### src/rtl/pixel_spi_out.sv
// pixel_spi_out: buffers 24-bit RGB pixels in a small FIFO and serializes
// each one MSB-first over a mode-0 SPI master link (sclk idles low, data
// sampled by the receiver on the rising edge, changed on the falling edge).
// Optional build macro PIXEL_SPI_PARITY_EN appends an even-parity bit
// (XOR of the 24 pixel bits) after bit 0, making 25-bit frames.
module pixel_spi_out #(
  parameter int FIFO_DEPTH = 4,
  parameter int CLK_DIV    = 2
) (
  input  logic        clk,
  input  logic        nrst,
  input  logic        valid_in,
  input  logic [23:0] color_in,
  output logic        ready,
  output logic        overflow,
  output logic        busy,
  output logic        spi_sclk,
  output logic        spi_cs_n,
  output logic        spi_mosi
);

  localparam int DATA_W = 24;
`ifdef PIXEL_SPI_PARITY_EN
  localparam int NBITS = DATA_W + 1;
`else
  localparam int NBITS = DATA_W;
`endif
  localparam int PTR_W = (FIFO_DEPTH > 1) ? $clog2(FIFO_DEPTH) : 1;
  localparam int CNT_W = $clog2(FIFO_DEPTH + 1);
  localparam int DIV_W = (CLK_DIV > 1) ? $clog2(CLK_DIV) : 1;
  localparam int GAP_W = $clog2(2 * CLK_DIV);
  localparam int BIT_W = $clog2(NBITS);

  localparam logic [CNT_W-1:0] CNT_FULL = CNT_W'(FIFO_DEPTH);
  localparam logic [DIV_W-1:0] DIV_LAST = DIV_W'(CLK_DIV - 1);
  localparam logic [GAP_W-1:0] GAP_LAST = GAP_W'(2 * CLK_DIV - 1);
  localparam logic [BIT_W-1:0] BIT_LAST = BIT_W'(NBITS - 1);

  typedef enum logic [1:0] {IDLE, LOAD, SHIFT, GAP} state_t;

  state_t state_q, state_d;

  // FIFO storage and bookkeeping
  logic [DATA_W-1:0] mem [FIFO_DEPTH];
  logic [PTR_W-1:0]  wr_ptr_q, rd_ptr_q;
  logic [CNT_W-1:0]  count_q;
  logic              overflow_q;
  logic              push, pop;
  logic [DATA_W-1:0] head;

  // Serializer datapath
  logic [DIV_W-1:0]  div_q;
  logic [BIT_W-1:0]  bit_q;
  logic [GAP_W-1:0]  gap_q;
  logic              sclk_q;
  logic              cs_n_q;
  logic [NBITS-1:0]  shreg_q;
  logic [NBITS-1:0]  load_word;
  logic              div_wrap;
  logic              sclk_fall;
  logic              last_fall;

  assign head = mem[rd_ptr_q];

`ifdef PIXEL_SPI_PARITY_EN
  assign load_word = {head, ^head};
`else
  assign load_word = head;
`endif

  // ready is decoded from the registered count, so a pop in the same cycle
  // never opens a slot early.
  assign ready = (count_q != CNT_FULL);
  assign push  = valid_in && ready;

  assign div_wrap  = (state_q == SHIFT) && (div_q == DIV_LAST);
  assign sclk_fall = div_wrap && sclk_q;
  assign last_fall = sclk_fall && (bit_q == BIT_LAST);

  // Next-state decode and pop strobe
  always_comb begin
    state_d = state_q;
    pop     = 1'b0;
    case (state_q)
      IDLE:  if (count_q != '0) state_d = LOAD;
      LOAD:  begin
               pop     = 1'b1;
               state_d = SHIFT;
             end
      SHIFT: if (last_fall) state_d = GAP;
      GAP:   if (gap_q == GAP_LAST) state_d = IDLE;
      default: state_d = IDLE;
    endcase
  end

  // State register
  always_ff @(posedge clk or negedge nrst) begin
    if (!nrst) state_q <= IDLE;
    else       state_q <= state_d;
  end

  // FIFO storage write; contents need no reset since count gates every read
  always_ff @(posedge clk) begin
    if (push) mem[wr_ptr_q] <= color_in;
  end

  // FIFO pointers, occupancy and sticky overflow flag
  always_ff @(posedge clk or negedge nrst) begin
    if (!nrst) begin
      wr_ptr_q   <= '0;
      rd_ptr_q   <= '0;
      count_q    <= '0;
      overflow_q <= 1'b0;
    end else begin
      if (push) wr_ptr_q <= wr_ptr_q + PTR_W'(1);
      if (pop)  rd_ptr_q <= rd_ptr_q + PTR_W'(1);
      case ({push, pop})
        2'b10:   count_q <= count_q + CNT_W'(1);
        2'b01:   count_q <= count_q - CNT_W'(1);
        default: count_q <= count_q;
      endcase
      if (valid_in && !ready) overflow_q <= 1'b1;
    end
  end

  // Shift register: loaded from the FIFO head, shifted on each sclk fall
  always_ff @(posedge clk) begin
    if (state_q == LOAD)  shreg_q <= load_word;
    else if (sclk_fall)   shreg_q <= {shreg_q[NBITS-2:0], 1'b0};
  end

  // SPI control: clock divider, bit counter, chip select and gap timer
  always_ff @(posedge clk or negedge nrst) begin
    if (!nrst) begin
      div_q  <= '0;
      bit_q  <= '0;
      gap_q  <= '0;
      sclk_q <= 1'b0;
      cs_n_q <= 1'b1;
    end else begin
      case (state_q)
        LOAD: begin
          cs_n_q <= 1'b0;
          sclk_q <= 1'b0;
          div_q  <= '0;
          bit_q  <= '0;
        end
        SHIFT: begin
          if (div_wrap) begin
            div_q  <= '0;
            sclk_q <= ~sclk_q;
            if (sclk_q) begin
              bit_q <= bit_q + BIT_W'(1);
              if (last_fall) begin
                cs_n_q <= 1'b1;
                gap_q  <= '0;
              end
            end
          end else begin
            div_q <= div_q + DIV_W'(1);
          end
        end
        GAP: gap_q <= gap_q + GAP_W'(1);
        default: ;
      endcase
    end
  end

  // The top of the shift register is the bit on the wire while selected;
  // gating with chip select keeps mosi low in reset, idle and gap.
  assign spi_mosi = shreg_q[NBITS-1] & ~cs_n_q;
  assign spi_sclk = sclk_q;
  assign spi_cs_n = cs_n_q;
  assign overflow = overflow_q;
  assign busy     = (count_q != '0) || (state_q != IDLE);

endmodule

### config.mk
export PLATFORM = sky130hd
export DESIGN_NAME = pixel_spi_out
export DESIGN_NICKNAME = d
export VERILOG_FILES = /design/src/rtl/pixel_spi_out.sv
export SDC_FILE = /design/constraint.sdc
export NUM_CORES = 1
export LEC_CHECK = 0
export CAP_MARGIN = 20
export CORE_ASPECT_RATIO = 0.5
export CORE_UTILIZATION = 59
export DETAILED_ROUTE_END_ITERATION = 8
export HOLD_SLACK_MARGIN = 0.08
export PLACE_DENSITY = 0.79
export SLEW_MARGIN = 20
export SYNTH_ARGS = -nofsm -noshare
export SYNTH_HDL_FRONTEND = slang
export SYNTH_SLANG_ARGS = --single-unit
### constraint.sdc
create_clock -name clk -period 2.7 [get_ports clk]
set_clock_uncertainty 0.2 [all_clocks]
set_input_delay 0.81 -clock clk [delete_from_list [all_inputs] [get_ports clk]]
set_output_delay 0.81 -clock clk [all_outputs]
set_load 0.05 [all_outputs]
**Word level (Yosys, flattened, before mapping)**

Memories as Yosys holds them, arrays and structs flattened.
Cells that the tools add are included.
Widths: inputs -> output; s select.

- Register bits after elaboration: 44
- Bits in latches: 0
- Memory bits (writable): 96
- Bits in read-only memories: 0
- Output and inout bits: 6
- Memories: 1

Memories:

| name | words | width | read ports | clocked after Yosys merged registers in | wr ports | line | text |
|---|---|---|---|---|---|---|---|
| mem | 4 | 24 | 1 | 0 | 1 | 44 | `logic [DATA_W-1:0] mem [FIFO_DEPTH];` |

- Add/sub/neg operators: 7
- Multipliers: 0
- Divide/modulo/power cells: 0
- Order comparisons: 0
- Equal/unequal tests: 13
- Shift operators: 0
- Multiplexer cells: 25
- Bitwise operators: 3
- Reduce and logical (&&, ||, !) cells: 19

Operator list:

| operator | number |
|---|---|
| $mux 24 | 2 |
| $mux 2 | 6 |
| $mux 5 | 2 |
| $ne 2x2->1 const B | 5 |
| $pmux 5 s2 | 1 |
| $reduce_bool 2->1 | 5 |
| $eq 2x2->1 const B | 4 |
| $mux 1 | 8 |
| $pmux 2 s4 | 1 |
| $reduce_and 4->1 | 2 |
| $add 2x1->2 const B | 3 |
| $pmux 1 s2 | 3 |
| $pmux 3 s2 | 1 |
| $reduce_and 3->1 | 2 |
| $add 5x1->5 const B | 1 |
| $eq 5x5->1 const B | 1 |
| $logic_and 1x1->1 | 5 |
| $eq 2x1->1 const B | 2 |
| $pmux 2 s2 | 1 |
| $add 3x1->3 const B | 1 |
| $ne 3x3->1 const B | 1 |
| $reduce_bool 3->1 | 1 |
| $sub 3x1->3 const B | 1 |
| $logic_not 2->1 | 1 |
| other kinds (6) | 7 |

**Longest topological paths before layout**

Gate-level depths: netlist (run 1).

- Depth after elaboration: 8
- Mapped depth: 9
- Mapped depth without buffers: 9

**Worst setup path after synthesis (run 1)**

No wires, ideal clock.

- Kind: register to register
- From: reg count_q[0]
- To: reg count_q[2]
- Library setup time: 79 ps
- Arrival: 2108 ps
- Setup slack: 313 ps
- Cell stages (with the launch flop): 10
- Path buffers: 0
- Clock period less this slack: 2387 ps
- Cells stage by stage: dfrtp_1 -> nor2_1 -> nand2_1 -> nand2_1 -> ha_1 -> inv_1 -> fa_1 -> xor2_1 -> nor2_1 -> xor2_1

- Cells in the longest elaborated chain, start to end: 4

Ends and longest elaborated chain:

| what | line | text |
|---|---|---|
| start, declared | 46 | `logic [CNT_W-1:0] count_q;` |
| start signal, assigned | 118 | `2'b10: count_q <= count_q + CNT_W'(1);` |
| start signal, assigned | 119 | `2'b01: count_q <= count_q - CNT_W'(1);` |
| start signal, assigned | 120 | `default: count_q <= count_q;` |
| $ne 3x3->1 (*) | 73 | `assign ready = (count_q != CNT_FULL);` |
| named net ready | 14 | `output logic ready,` |
| $logic_and 1x1->1 (*) | 74 | `assign push = valid_in && ready;` |
| $eq 2x1->1 / $eq 2x2->1 (equally long branches) | 117 | `case ({push, pop})` |
| $pmux 3 s2 / $reduce_bool 2->1 (equally long branches) | - |  |

The timed path passes the listed nets; every way through them passes the cells marked *.
A chain may end at the register's enable or synchronous reset.

**Final worst setup path (run 1)**

- From: reg state_q[0]
- To: out busy

- Cells in the longest elaborated chain, start to end: 2

Ends and longest elaborated chain:

| what | line | text |
|---|---|---|
| start, declared | 41 | `state_t state_q, state_d;` |
| start signal, assigned | 99 | `else state_q <= state_d;` |
| $reduce_bool 2->1 | 175 | `assign busy = (count_q != '0) \|\| (state_q != IDLE);` |
| $logic_or 1x1->1 | 175 |  |
| end, declared | 16 | `output logic busy,` |

Every way passes these cells.

==> results of run 1 <==
## power by group
part           switching (mW)  internal, mW  leakage [nW]  total, mW
combinational           0.374         0.292         0.889      0.666
sequential              0.115          2.71          1.36       2.83
clock                   0.904          1.55         0.292       2.46
## per-stage QoR
stage / TNS [ps] / total power, mW / util, % / cells / cell area (um2)
after global routing: -26.8 / 6.14 / 76.9 / 492 / 6950
after floorplan: 0 / 3.21 / - / 291 / 5720
after CTS: -5.11 / 5.99 / 76.7 / 490 / 6930
after global placement: 0 / 3.47 / 69.2 / 454 / 6260
after detailed placement: 0 / 3.54 / 69.2 / 454 / 6260
final: 0 / 5.95 / 76.9 / 492 / 6950
## flip-flops by register name, indices dropped and copies added, names as in the netlist, 2 cells and up
signal	flops
mem	96
shreg_q	24
bit_q	5
count_q	3
gap_q	2
rd_ptr_q	2
state_q	2
wr_ptr_q	2
## how the worst min path moves through the flow
stage	from	to	slack [ps]
2_1_floorplan	bit_q[1]	bit_q[1]	270
3_3_place_gp	overflow	overflow	250
3_5_place_dp	overflow	overflow	270
4_1_cts	overflow	overflow	280
5_1_grt	overflow	overflow	290
6_report	overflow	overflow	280
## layer usage
| metal | up-vias | track usage, % | share of wire [%] |
|---|---|---|---|
| met5 | - | 0 | 0 |
| met4 | 0 | 9.78 | 1.7 |
| met3 | 17 | 6.68 | 4.1 |
| met2 | 74 | 38.4 | 52 |
| met1 | 1444 | 26.9 | 42 |
| li1 | 1261 | - | - |
## what timing repair did
action / CTS / global route
endpoints found under the hold margin: 0 / 0
setup endpoints to repair: 1 / 2
setup buffers: 4 / 2
resized for setup: 6 / 1
pin swaps: 1 / 0
## placed cells by master (no fill, tap or decap), types with 2 or more instances in the layout
cell             count
inv_2                2
mux4_2              18
and3_1               4
mux4_1               6
clkbuf_1             2
nor2b_1              2
and2_1               2
a21oi_1              2
edfxtp_1           120
mux2_4              18
o21ai_0              9
ha_1                10
clkbuf_16           17
dfrtp_1             19
clkinv_4             3
nand3_1              8
clkdlybuf4s50_1     27
nor2_1               3
nand2_1             11
clkinvlp_4           3
mux2i_1              3
mux2_2               7
xor2_1               3
inv_6                2
inv_1               11
xnor2_1              4
a21o_1               3
buf_4               16
nand4_1              2
bufinv_16            4
buf_12               5
## critical path, cell delays in order (launching register included)
cell and delay [ps]:
dfrtp_1 400, inv_2 90, ha_4 120, or4b_4 470, buf_8 170
## cells by family after synthesis
| group | synth area share [%] |
|---|---|
| AO/OA/AOI/OAI | 2.12 |
| XOR/XNOR | 1.07 |
| adder cells (fa/ha/maj) | 2.76 |
| buffers and inverters | 2.38 |
| flip-flops | 71.8 |
| multiplexers | 16.5 |
| AND/OR/NAND/NOR | 3.41 |
## final cells by class
class | instances | share of cell area, %
clock buffer | 19 | 6.23
clock inverter | 13 | 2.74
inverter | 13 | 0.702
multi-input combinational | 127 | 21.4
sequential | 140 | 59.1
tap | 130 | 2.34
timing repair buffer | 50 | 7.46
==> metrics.txt, run 1 <==
status=finished clean; Commonest cells post-synth=edfxtp_1 (120), dfrtp_1 (19), mux2_4 (18), mux4_2 (18), inv_1 (13); first-pass GRT wire length=15,900 um; Critical Path End Type=primary output; FF-to-FF path depth=9; IO Port Bufs=32; setup slack, reg-to-reg=510 ps; Boundary Pins=33; Synthesized Nets=330; Slew @ Worst Pin=497 ps; synth warn=0; Via density=5.68; # diodes=0; Reg area=0.00411 mm2; vias in the first global route=2,988; peak fanout along the critical path=2; total number of vias=2,796; Core ar.=0.00904 mm2; Worst Setup SP=state_q[0]; RePlAce Congestion=0.782; DRT Pass-1 Iters=4; Reg2Reg Capture Point=count_q[2]; fmax=373 MHz; CTS HTree Levels=4; post-synth cell types=37; Die Footprint=0.0101 mm2; Main synth FF type=edfxtp_1; pin count of the biggest net entering global routing=29; antenna violations before repair=0; cell taking the most area after synthesis=edfxtp_1; Die Y=71.6 um; unrepaired setup endpoints after global routing=true; maximum VDD drop=0.000432 V; Worst Setup EP=busy; number of synthesized flops with an enable pin=120; CTS Root Cell=clkbuf_16; min Tclk post-route=2680 ps; Setup violations, final=0; Arr. time, crit path=1670 ps; share of cells above drive strength 1=27.9%; Hold Crit Depth=1; multi-input logic area=0.00149 mm2; Routed wire per std cell=20.2 um; deepest clock path buffer count=2; worst skew pair latency=420 ps; top cells by area, synth=edfxtp_1 (63%), dfrtp_1 (8.3%), mux4_2 (7.1%); number of remaining DRC errors=0; flip-flop and latch count after synthesis=140; Num CTS Buffers=17; FF-to-FF Start=count_q[0]; CTS Hold Bufs=0; initial core utilization=63.3%; Syn Std Cell Area=0.00572 mm2; Post-Synthesis Cells=291; most common cell in the netlist=edfxtp_1; WP data required=1690 ps; Async SR Flop Fraction=14.3%; CTS tree=yes; Leakage=2.54 nW; Area growth, synth to finish=21.5%; post-route ant nets=0; crit path launch type=flip-flop; crit path kind=reg2out; Hold WC Path Type=reg2reg; Final #Nets=388; sequential area share after synthesis=71.8%; hold_ws=279 ps; Fillers=489; Overflow after GRT=0; dpl ws=51.8 ps; Synth top area share=63.0%; Power Dens Cells=856 mW/mm2; Routed WL=9920 um; max-slew violations=0; Final HPWL DP=5440 um; CTS Sinks=140; die width=141 um; syn_area_per_cell=19.7 um2; setup ws final=18.9 ps; clock-pin slew on the worst setup and hold paths=60 ps; max-cap violations=0; Total GRT Usage=22.4%; Site Rows=24; Tcrit/Tclk final=99.3%; Slew HR=66.8%; final hold vios=0; Initial DRC Count=133
Power figures use the tool's default switching activity.
==> inputs of run 2 (changes only) <==
CORE_UTILIZATION = 63   (was 59)
PLACE_DENSITY = 0.84   (was 0.79)
clock period = 3.48 ns   (was 2.7 ns; I/O delays follow)
==> run 2 against run 1 <==
- final area fell by 3.5%
- critical path type unchanged
- non-clock buffer count fell by 10
- largest power group unchanged
- final cell count fell by 4.7%
- critical path depth did not move
- utilization fell by 0.38 points
- power fell by 27%
- combinational power fell by 29%
- count of clock-buffer cells in the layout did not move
- die area fell by 6.2%
- register-to-register slack improved by 790 ps
==> metrics.txt, run 2 (synthesis gave the netlist of run 1 again) <==
Site Rows=24; WP data required=2240 ps; total number of vias=2,759; commonest non-fill, non-tap cell in the layout=edfxtp_1; number of remaining DRC errors=0; Setup violations, final=0; fmax=306 MHz; CTS tree=yes; Tcrit/Tclk final=93.9%; Final HPWL DP=5400 um; Most Crowded Layer GR=met2; first-pass GRT wire length=15,300 um; sw power=1.04 mW; final core utilization=76.5%; clock power share=38.3%; pin count of the biggest net entering global routing=29; CTS-repair resized insts=1; Slew HR=38.7%; IO Port Bufs=32; # diodes=0; Logic pwr share=10.9%; Overflow after GRT=0; Fillers=453; biggest regs=mem x96, shreg_q x24, bit_q x5; Sw Share=24.1%; TNS Setup=0 ps; antenna violations before repair=0; Core ar.=0.00877 mm2; Critical Path End Type=primary output; Boundary Pins=33; Initial DRC Count=199; Int Pwr=3.28 mW; Hold Crit Depth=1; initial core utilization=65.2%; sequential power share=50.8%; CTS Root Cell=clkbuf_16; met2 Use GR=35.7%; M3 GR Usage=8.33%; GRT met1 Usage=30.8%; unrepaired setup endpoints after global routing=false; most frequent cells in the layout=edfxtp_1 (120), clkdlybuf4s50_1 (31), dfrtp_1 (19), mux4_2 (18), mux2_4 (18); slowest stage cell, crit path=or4b_4; CP max stage delay=470 ps; share of cells above drive strength 1=24.1%; # Post-CTS Setup Buffers=0; Routed wire per std cell=20.3 um; crit-path cells=inv_1 > ha_1 > or4b_4 > dlygate4sd2_1; max-slew violations=0; setup ws final=212 ps; clock-pin slew on the worst setup and hold paths=60 ps; Die Footprint=0.00949 mm2; worst skew pair latency=420 ps; max reg flops=96; deepest clock path buffer count=2; min Tclk post-route=3270 ps; post-route ant nets=0; Power Dens Cells=645 mW/mm2; status=finished clean; FF-to-FF path depth=9; Top reg by flops=mem; CTS Hold Bufs=0; max-cap violations=0; Slew @ Worst Pin=917 ps; total power=4.32 mW; Total GRT Usage=23.0%; Num CTS Buffers=17; hold_ws=275 ps; Arr. time, crit path=2020 ps; Final #Nets=378; maximum VDD drop=0.000438 V; Area growth, synth to finish=17.3%; crit path kind=reg2out; DRT Pass-1 Iters=4; dpl ws=373 ps; Hold WC Path Type=reg2reg; peak fanout along the critical path=4; Leakage=2.44 nW; final hold vios=0; CTS Sinks=140; vias in the first global route=2,807; Via density=5.88; die width=137 um; Routed WL=9510 um; CTS HTree Levels=4; crit path launch type=flip-flop; Die Y=69.4 um; RePlAce Congestion=0.798
## run 2: cell count changes in the layout (fill, tap and decap cells not counted), sizes merged
cell           previous run  this run
clkinv                    4         6
dlymetal6s2s              1         0
dlygate4sd2               0         1
clkdlybuf4s50            27        31
buf                      22         8
inv                      15        16
bufinv                    4         1
## run 2: worst paths after layout
path | start | to | slack, ps
worst max-delay path | state_q[0] | busy | 210
worst min-delay path | overflow | overflow | 270
worst max register to register | count_q[0] | count_q[2] | 1300
worst min register to register | overflow | overflow | 270
max in group asynchronous | nrst | gap_q[1] | 1570
min in group asynchronous | nrst | bit_q[4] | 950
## run 2: per-layer routing
metal / routed length [um] / up-vias
met5: 0 / -
met4: 57 / 0
met3: 698 / 6
met2: 4830 / 104
met1: 3920 / 1396
li1: - / 1253
## run 2: stage by stage
stage	cell area, um2	instances
floorplan	5720	291
CTS	6710	469
global placement	6160	437
global route	6710	469
detailed placement	6160	437
finish	6710	469
## run 2: layout make-up
class / count / area, um2 / area share (%)
Sequential cell: 140 / 4110 / 61.2
Multi-Input combinational cell: 127 / 1480 / 22.0
Clock buffer: 19 / 433 / 6.46
Timing Repair Buffer: 40 / 379 / 5.65
Tap cell: 117 / 146 / 2.18
Clock inverter: 13 / 116 / 1.74
Inverter: 13 / 48.8 / 0.728
## run 2: critical path, delay by kind of cell (launching register included)
family / cells / cell delay [ps]
adders and majority gates: 1 / 170
and+or+nand+nor: 1 / 470
DFF: 1 / 420
buffers and inverters: 2 / 550
## run 2: power groups by stage
stage | clock [mW] | combinational [mW] | sequential [mW]
final | 1.66 | 0.470 | 2.20
after global routing | 1.76 | 0.510 | 2.22
after CTS | 1.69 | 0.480 | 2.20
after detailed placement | 0 | 0.478 | 2.23
after global placement | 0 | 0.446 | 2.20
after floorplan | 0 | 0.275 | 2.21
